## src/rtl/alu_pkg.sv

```systemverilog
// Shared definitions for the ALU issue/writeback stage: data word type,
// ALU select encodings and flag bit positions.
package alu_pkg;

  localparam int DW = 16;
  typedef logic [DW-1:0] word_t;

  localparam logic [2:0] OP_ADD = 3'b000;
  localparam logic [2:0] OP_SUB = 3'b001;
  localparam logic [2:0] OP_AND = 3'b010;
  localparam logic [2:0] OP_OR  = 3'b011;
  localparam logic [2:0] OP_XOR = 3'b100;
  localparam logic [2:0] OP_NOT = 3'b101;
  localparam logic [2:0] OP_SHL = 3'b110;
  localparam logic [2:0] OP_SHR = 3'b111;

  localparam int FLAG_Z = 2;
  localparam int FLAG_C = 1;
  localparam int FLAG_B = 0;

  function automatic logic is_zero(input word_t v);
    return (v == 16'd0);
  endfunction

endpackage

```

## src/rtl/alu_regfile.sv

```systemverilog
// NREG x 16 register file: two asynchronous read ports, a writeback port and
// an external load port. The writeback port wins on an address collision.
module alu_regfile
  import alu_pkg::*;
#(
  parameter int NREG = 8,
  localparam int AW = $clog2(NREG)
) (
  input  logic          clk,
  input  logic          rst,
  input  logic [AW-1:0] ra_addr,
  output logic [15:0]   ra_data,
  input  logic [AW-1:0] rb_addr,
  output logic [15:0]   rb_data,
  input  logic          wb_en,
  input  logic [AW-1:0] wb_addr,
  input  logic [15:0]   wb_data,
  input  logic          ext_en,
  input  logic [AW-1:0] ext_addr,
  input  logic [15:0]   ext_data
);

  word_t mem_r [NREG];

  // Read ports are plain array lookups.
  always_comb begin
    ra_data = mem_r[ra_addr];
    rb_data = mem_r[rb_addr];
  end

  // Per-entry write with writeback taking priority over external load.
  always_ff @(posedge clk or posedge rst) begin
    if (rst) begin
      for (int i = 0; i < NREG; i++) begin
        mem_r[i] <= 16'd0;
      end
    end else begin
      for (int i = 0; i < NREG; i++) begin
        if (wb_en && (wb_addr == AW'(i))) begin
          mem_r[i] <= wb_data;
        end else if (ext_en && (ext_addr == AW'(i))) begin
          mem_r[i] <= ext_data;
        end
      end
    end
  end

endmodule

```

## src/rtl/alu_issue.sv

```systemverilog
// Operand fetch, issue and writeback around an external 16-bit ALU:
// one EX register stage, forwarding from the in-flight result, streamed output.
module alu_issue
  import alu_pkg::*;
#(
  parameter int NREG = 8,
  localparam int AW = $clog2(NREG)
) (
  input  logic          clk,
  input  logic          rst,
  input  logic          in_valid,
  output logic          in_ready,
  input  logic [2:0]    in_op,
  input  logic [AW-1:0] in_rd,
  input  logic [AW-1:0] in_rs1,
  input  logic [AW-1:0] in_rs2,
  input  logic          wr_en,
  input  logic [AW-1:0] wr_addr,
  input  logic [15:0]   wr_data,
  output logic [15:0]   alu_x,
  output logic [15:0]   alu_y,
  output logic [2:0]    alu_sel,
  input  logic [15:0]   alu_res,
  input  logic          alu_carry,
  input  logic          alu_borrow,
  output logic          res_valid,
  input  logic          res_ready,
  output logic [15:0]   res_data,
  output logic [AW-1:0] res_rd,
  output logic [2:0]    flags
);

  logic          ex_valid_r;
  word_t         ex_x_r;
  word_t         ex_y_r;
  logic [2:0]    ex_sel_r;
  logic [AW-1:0] ex_rd_r;

  logic          res_valid_r;
  word_t         res_data_r;
  logic [AW-1:0] res_rd_r;
  logic [2:0]    flags_r;

  word_t rf_a_s;
  word_t rf_b_s;
  word_t op_x_s;
  word_t op_y_s;
  logic  wb_go_s;
  logic  accept_s;

  alu_regfile #(.NREG(NREG)) u_rf (
    .clk      (clk),
    .rst      (rst),
    .ra_addr  (in_rs1),
    .ra_data  (rf_a_s),
    .rb_addr  (in_rs2),
    .rb_data  (rf_b_s),
    .wb_en    (wb_go_s),
    .wb_addr  (ex_rd_r),
    .wb_data  (alu_res),
    .ext_en   (wr_en),
    .ext_addr (wr_addr),
    .ext_data (wr_data)
  );

  // Handshake and operand selection; the result being written this cycle
  // bypasses the regfile so a dependent instruction can issue without a bubble.
  always_comb begin
    wb_go_s  = ex_valid_r && (!res_valid_r || res_ready);
    in_ready = !rst && (!ex_valid_r || wb_go_s);
    accept_s = in_valid && in_ready;
    if (wb_go_s && (in_rs1 == ex_rd_r)) begin
      op_x_s = alu_res;
    end else begin
      op_x_s = rf_a_s;
    end
    if (wb_go_s && (in_rs2 == ex_rd_r)) begin
      op_y_s = alu_res;
    end else begin
      op_y_s = rf_b_s;
    end
  end

  // EX stage: operands persist after the slot empties so the ALU inputs stay quiet.
  always_ff @(posedge clk or posedge rst) begin
    if (rst) begin
      ex_valid_r <= 1'b0;
      ex_x_r     <= 16'd0;
      ex_y_r     <= 16'd0;
      ex_sel_r   <= 3'd0;
      ex_rd_r    <= '0;
    end else begin
      if (accept_s) begin
        ex_valid_r <= 1'b1;
        ex_x_r     <= op_x_s;
        ex_y_r     <= op_y_s;
        ex_sel_r   <= in_op;
        ex_rd_r    <= in_rd;
      end else if (wb_go_s) begin
        ex_valid_r <= 1'b0;
      end
    end
  end

  // WB stage: capture result and flags, or retire the held result once consumed.
  always_ff @(posedge clk or posedge rst) begin
    if (rst) begin
      res_valid_r <= 1'b0;
      res_data_r  <= 16'd0;
      res_rd_r    <= '0;
      flags_r     <= 3'd0;
    end else begin
      if (wb_go_s) begin
        res_valid_r     <= 1'b1;
        res_data_r      <= alu_res;
        res_rd_r        <= ex_rd_r;
        flags_r[FLAG_Z] <= is_zero(alu_res);
        flags_r[FLAG_C] <= alu_carry;
        flags_r[FLAG_B] <= alu_borrow;
      end else if (res_valid_r && res_ready) begin
        res_valid_r <= 1'b0;
      end
    end
  end

  assign alu_x     = ex_x_r;
  assign alu_y     = ex_y_r;
  assign alu_sel   = ex_sel_r;
  assign res_valid = res_valid_r;
  assign res_data  = res_data_r;
  assign res_rd    = res_rd_r;
  assign flags     = flags_r;

endmodule

```

## config.mk

```make
export PLATFORM = sky130hd
export DESIGN_NAME = alu_issue
export DESIGN_NICKNAME = d
export VERILOG_FILES = /design/src/rtl/alu_pkg.sv /design/src/rtl/alu_regfile.sv /design/src/rtl/alu_issue.sv
export SDC_FILE = /design/constraint.sdc
export NUM_CORES = 1
export LEC_CHECK = 0
export ABC_AREA = 1
export CORE_MARGIN = 8
export CORE_UTILIZATION = 59
export DETAILED_ROUTE_END_ITERATION = 10
export GPL_TIMING_DRIVEN = 1
export MAX_ROUTING_LAYER = met4
export PLACE_DENSITY = 0.82
export SYNTH_ARGS = -nofsm -noshare
export SYNTH_HDL_FRONTEND = slang
export SYNTH_HIERARCHICAL = 1
export SYNTH_SLANG_ARGS = --single-unit
```

## constraint.sdc

```tcl
create_clock -name clk -period 4.4 [get_ports clk]
set_input_delay 0.66 -clock clk [delete_from_list [all_inputs] [get_ports clk]]
set_output_delay 0.66 -clock clk [all_outputs]
set_load 0.01 [all_outputs]
```

==> results of run 1 <==
logic make-up (layout without fill, tap and decap cells):
logic type,count (synthesis),count (layout)
AND/OR/NAND/NOR,1430,1430
AO/OA/AOI/OAI,22,22
flip-flops,190,190
buffers and inverters,352,412
metal layers:
| layer | GRT usage [%] | up-vias | wire (um) | part of all wire [%] |
|---|---|---|---|---|
| met1 | 44.6 | 6369 | 17100 | 39 |
| li1 | - | 6270 | - | - |
| met3 | 8.80 | 159 | 6070 | 14 |
| met2 | 49.2 | 1108 | 18900 | 43 |
| met4 | 13.5 | 0 | 1670 | 3.8 |
| met5 | - | - | 0 | 0 |
worst register-to-register path: cells and delay by family (launching register included):
kind | cells | cell delay [ps]
buf+inv | 4 | 1040
flops | 1 | 420
simple gates | 7 | 1190
cell type report:
| type | count | area, sq um | area share (%) |
|---|---|---|---|
| clock buffer | 18 | 439 | 3.12 |
| clock inverter | 14 | 146 | 1.04 |
| inverter | 246 | 926 | 6.57 |
| multi-input combinational | 1452 | 6190 | 43.9 |
| sequential | 190 | 4750 | 33.8 |
| tap | 275 | 344 | 2.44 |
| timing repair buffer | 134 | 1290 | 9.15 |
cell usage in the layout (no fill, tap or decap):
cell,Yosys,final
clkinv_8,0,2
inv_6,0,4
nand3_1,451,451
clkinv_4,0,3
nand2_4,4,4
o21ai_0,19,19
clkdlybuf4s50_1,0,110
buf_4,4,21
dfrtp_1,190,190
nand2_1,935,935
nor2_8,4,4
o21ai_1,3,3
inv_8,0,4
nor2_2,5,5
clkinvlp_4,0,1
clkbuf_8,0,1
nor2_4,1,1
buf_2,32,2
nand2_2,7,7
inv_2,19,20
clkbuf_16,0,17
buf_12,0,1
nor2_1,18,18
inv_4,0,1
nand3b_1,1,1
nand4_1,4,4
inv_1,227,225
power by group:
| part | switching [W] | internal (W) | total [W] |
|---|---|---|---|
| sequential | 0.000316 | 0.00223 | 0.00255 |
| combinational | 0.00134 | 0.000804 | 0.00214 |
| clock | 0.000790 | 0.000774 | 0.00156 |
| total | 0.00244 | 0.00381 | 0.00626 |
per-stage QoR:
stage,power [W],area (sq um)
finish,0.00626,14100
global route,0.00660,14100
CTS,0.00619,14100
detailed placement,0.00464,13500
global placement,0.00457,13500
floorplan,0.00386,12300
flip-flops by register name (all words and copies together) (netlist names):
register / count
ex_rd_r: 3
res_valid: 1
alu_x: 16
alu_sel: 3
res_rd: 3
res_data: 16
ex_valid_r: 1
alu_y: 16
flags: 3
u_rf/mem_r: 128
cell usage after synthesis (2+ instances only):
cell type / count / share of area [%]
buf_4: 4 / 0.24
clkbuf_1: 52 / 1.6
buf_6: 2 / 0.18
nor2_2: 5 / 0.25
nor2_8: 4 / 0.65
buf_2: 32 / 1.3
o21ai_0: 19 / 0.77
nand4_1: 4 / 0.20
nand2_2: 7 / 0.36
dfrtp_1: 190 / 39
nand3_1: 451 / 18
buf_1: 16 / 0.49
inv_1: 227 / 6.9
nand2_4: 4 / 0.37
inv_2: 19 / 0.58
o21ai_1: 3 / 0.12
nor2_1: 18 / 0.55
nand2_1: 935 / 28
how the worst max path moves through the flow:
| stage | start | to | slack [ps] |
|---|---|---|---|
| after floorplan | rst | u_rf/mem_r[0]$_DFFE_PP0P_ | 330 |
| after global placement | res_ready | u_rf/mem_r[30]$_DFFE_PP0P_ | 1150 |
| after detailed placement | res_ready | u_rf/mem_r[25]$_DFFE_PP0P_ | 1010 |
| after CTS | res_ready | u_rf/mem_r[25]$_DFFE_PP0P_ | 1450 |
| after global routing | res_ready | u_rf/mem_r[25]$_DFFE_PP0P_ | 1210 |
| final | res_ready | u_rf/mem_r[25]$_DFFE_PP0P_ | 1370 |
==> results_dict.tcl, run 1 <==
set metrics [dict create \
    grt_start_max_net_pins 104 \
    antenna_found_initial 0 \
    synth_mux_area_share_pct 0 \
    cts_tree "yes" \
    clock_latency_ps 450 \
    utilization_pct 67.9 \
    fin_skew_ps 12.0 \
    grt_pass1_wl_mm 68.4 \
    drive_above_1_share_pct 4.77 \
    worstPathMaxFanout 45 \
    ys_ff_latch 190 \
    initial_core_util_pct 59.4 \
    critPathTopFamily "buffers and inverters" \
    cap_violations 0 \
    track_usage_pct 33.9 \
    rsz0062_at_grt "no" \
    grt_overflow_total 0 \
    die-height_um 161 \
    synthCells 1994 \
    whs_ps 482 \
    area_growth_pct 14.2 \
    critPathKind "primary input to flip-flop" \
    path_cells "clkdlybuf4s50_1 -> inv_2 -> nand2_2 -> nand2_4 -> inv_1 -> nand2_2 -> inv_2 -> nand2_1 -> buf_4 -> nand2_1 -> inv_2 -> nand2_1 -> nand2_1" \
    fill_cells 1868 \
    power_density_nw_per_um2 444 \
    setup_tns_ps 0 \
    period_share_pct 68.9 \
    drt-total-wl_mm 43.8 \
    synth_xor_area_share_pct 0 \
    reg2reg_slack_ps 1650 \
    fin_nets 2095 \
    r2r_end "u_rf/mem_r[25]$_DFFE_PP0P_" \
    cts_root_buf "clkbuf_16" \
    path_common_cell "nand2_1" \
    synth_top_family_by_area "simple AND/OR/NAND/NOR gates" \
    cts_setup_buffers 0 \
    ys_seq_area_share_pct 38.5 \
    worst_slew_pin_slew_ps 1220 \
    synthAdderAreaFrac_pct 0 \
    dieWidth_um 161 \
    path_depth 13 \
    dr.pass1.iters 8 \
    async_flop_share_pct 100 \
    peakVddDrop_uv 307 \
    clock-sinks 190 \
    cts_max_level 4 \
    numCtsBuffers 17 \
    dieArea_sq_um 25800 \
    slew_viol_final 0 \
    rows 53 \
    layout_setup_ws_ps 1370 \
    max_slew_margin_pct 18.9 \
    post_cts_resized 0 \
    cp.buffers_inverters 6 \
    syn_nets 2048 \
    avgSynthCellArea_sq_um 6.19 \
    place_congestion 0.969 \
    wl_per_cell_um 18.8 \
    synth_edf_count 0 \
    drt.antenna.violating_nets 0 \
    p_leak_nw 7.98 \
    status "completed" \
    fmax_ghz 0.330 \
    clkTransAtPathRegs_ps 80 \
    ioPinCount 113 \
    reg2reg_depth 11 \
    finalCriticalPeriod_ps 3030 \
    antennaDiodeCount 0 \
    grt_pass1_vias 12777 \
    ctsHoldBuffers 0 \
    synth_ff_type "dfrtp_1" \
    hold_path.class "flip-flop to flip-flop" \
    yosys_warnings 6 \
    final_cells 2329 \
    dp_cells 2297 \
    netlist_area_sq_um 12300 \
    drcViolationCount 0 \
    arrival_ps 3370 \
    crit_required_ps 4740 \
    netlist-cell-type-count 20 \
    cts_buffer_depth 2 \
    critical_path.max_stage_delay_ps 470 \
    pre_cts_slack_ps 1010 \
    io_buffers 112 \
    regToRegStartpoint "res_valid$_DFFE_PP0P_" \
    finalHoldViolCount 0 \
    critPathSlowestCell "clkdlybuf4s50_1" \
    fp.coreArea_sq_um 20800 \
    hold_depth 2 \
    synth-simple-area-share_pct 49.3 \
    synth_compound_area_share_pct 0.893 \
    hold_start "alu_sel[2]$_DFFE_PP0P_" \
    setup_viol 0 \
    vias 13906 \
    drt_iter0_drc 2208 \
    min_to "alu_sel[2]$_DFFE_PP0P_" \
    viasPerCell 5.97 \
    crit_path_start_kind "primary input" \
    endpoint_kind "flip-flop" \
    dp_hpwl_mm 29.8 \
]
No activity file was read; power rests on OpenSTA's default activity.
==> inputs of run 2 (changes only) <==
==> constraint.sdc (replaced) <==
create_clock -name clk -period 2.9 [get_ports clk]
set_input_delay 0.435 -clock clk [delete_from_list [all_inputs] [get_ports clk]]
set_output_delay 0.435 -clock clk [all_outputs]
set_load 0.01 [all_outputs]
==> run 2 against run 1 <==
Sequential share of layout area decreased by 0.53 points. Flip-flop and latch count unchanged. Critical path type is now primary input to output pin. Critical endpoint is now in_ready. Via count about the same. Global-route usage increased by 0.82 points. Sequential power increased by 52%. Total power increased by 52%. First-iteration DRC count decreased by 6.7%. Non-clock buffer count increased by 26. Clock-buffer cell count decreased by 1. Utilization increased by 1.1 points. Die area unchanged.
==> results_dict.tcl, run 2 (synthesis results as in run 1) <==
set metrics [dict create \
    area_growth_pct 16.0 \
    drt-total-wl_mm 44.2 \
    vias 13916 \
    finalHoldViolCount 0 \
    dp_cells 2323 \
    period_share_pct 75.6 \
    p_leak_nw 8.10 \
    slew_viol_final 0 \
    crit_path_start_kind "primary input" \
    place_congestion 1.03 \
    largest_register "u_rf/mem_r" \
    max_slew_margin_pct 49.9 \
    fp.coreArea_sq_um 20800 \
    final_cells 2354 \
    die-height_um 161 \
    grt_start_max_net_pins 63 \
    grt_pass1_vias 13077 \
    track_usage_pct 34.7 \
    drt.antenna.violating_nets 0 \
    peakVddDrop_uv 469 \
    dieWidth_um 161 \
    setup_viol 0 \
    drt_iter0_drc 2059 \
    crit_required_ps 2470 \
    endpoint_kind "output pin" \
    rows 53 \
    grt_pass1_wl_mm 70.1 \
    postLayoutCellArea_sq_um 14300 \
    finalCriticalPeriod_ps 2190 \
    clkTransAtPathRegs_ps 80 \
    fill_cells 1851 \
    largest_reg_flops 128 \
    rsz0062_at_grt "no" \
    cts_tree "yes" \
    viasPerCell 5.91 \
    critPathKind "primary input to output pin" \
    cts_setup_buffers 0 \
    post_cts_resized 0 \
    fmax_ghz 0.456 \
    reg2reg_slack_ps 830 \
    wl_per_cell_um 18.8 \
    dr.pass1.iters 8 \
    cts_max_level 4 \
    clock_latency_ps 430 \
    dpl_cell_area_sq_um 13700 \
    drive_above_1_share_pct 5.92 \
    ioPinCount 113 \
    arrival_ps 1760 \
    status "completed" \
    final_common_cell "nand2_1" \
    ctsHoldBuffers 0 \
    drcViolationCount 0 \
    dp_hpwl_mm 30.8 \
    hold_path.class "primary input to async pin" \
    layout_common_cells "nand2_1, nand3_1, inv_1" \
    cts_buffer_depth 2 \
    numCtsBuffers 17 \
    dieArea_sq_um 25800 \
    cts_root_buf "clkbuf_16" \
    clock-sinks 190 \
    cap_violations 0 \
    grt_overflow_total 0 \
    initial_core_util_pct 59.4 \
    fin_skew_ps 12.9 \
    fin_nets 2121 \
    power_density_nw_per_um2 666 \
    worst_slew_pin_slew_ps 751 \
    antenna_found_initial 0 \
    setup_tns_ps 0 \
    worstPathMaxFanout 2 \
    antennaDiodeCount 0 \
    io_buffers 112 \
]
==> run 2: final timing paths <==
path	startpoint	end	depth (start not counted)
max	rst	in_ready	5
min	rst	u_rf/mem_r[109]$_DFFE_PP0P_	2
max reg2reg	res_valid$_DFFE_PP0P_	u_rf/mem_r[41]$_DFFE_PP0P_	10
min reg2reg	alu_sel[1]$_DFFE_PP0P_	alu_sel[1]$_DFFE_PP0P_	2
max in group asynchronous	rst	ex_valid_r$_DFFE_PP0P_	3
min in group clk	alu_sel[1]$_DFFE_PP0P_	alu_sel[1]$_DFFE_PP0P_	2
==> run 2: worst max-delay path, stage by stage <==
cell	delay, ps
clkdlybuf4s50_1	470
inv_2	150
nand2_1	90
inv_2	80
clkdlybuf4s50_1	540
==> run 2: layer usage <==
metal | track usage [%] | up-vias | wire length, um
met4 | 14.9 | 0 | 1560
li1 | - | 6314 | -
met1 | 44.6 | 6358 | 17000
met3 | 10.4 | 154 | 6590
met2 | 50.2 | 1090 | 19000
met5 | - | - | 0
==> run 2: cell type report <==
type	count	area [sq um]	area share, %
flip-flops and latches	190	4750	33.2
multi-input cells	1452	6190	43.2
inverters	246	927	6.48
clock buffers	17	425	2.97
clock inverters	14	153	1.07
repair buffers	160	1520	10.6
well taps	275	344	2.40
==> run 2: through the flow <==
step	utilization, %	worst slack, ps	hold WS [ps]	total power (W)
after floorplan	-	305	449	0.00586
after global placement	66.2	439	461	0.00699
after detailed placement	66.2	373	465	0.00708
after CTS	69.0	713	361	0.00944
after global routing	69.0	673	385	0.0101
final	69.0	707	357	0.00953
==> run 2: power breakdown <==
part           internal (W)  leakage (nW)  switching, W
clock network       0.00122         0.275       0.00113
registers           0.00339          2.38      0.000494
logic               0.00125          5.45       0.00204
total               0.00586          8.10       0.00367
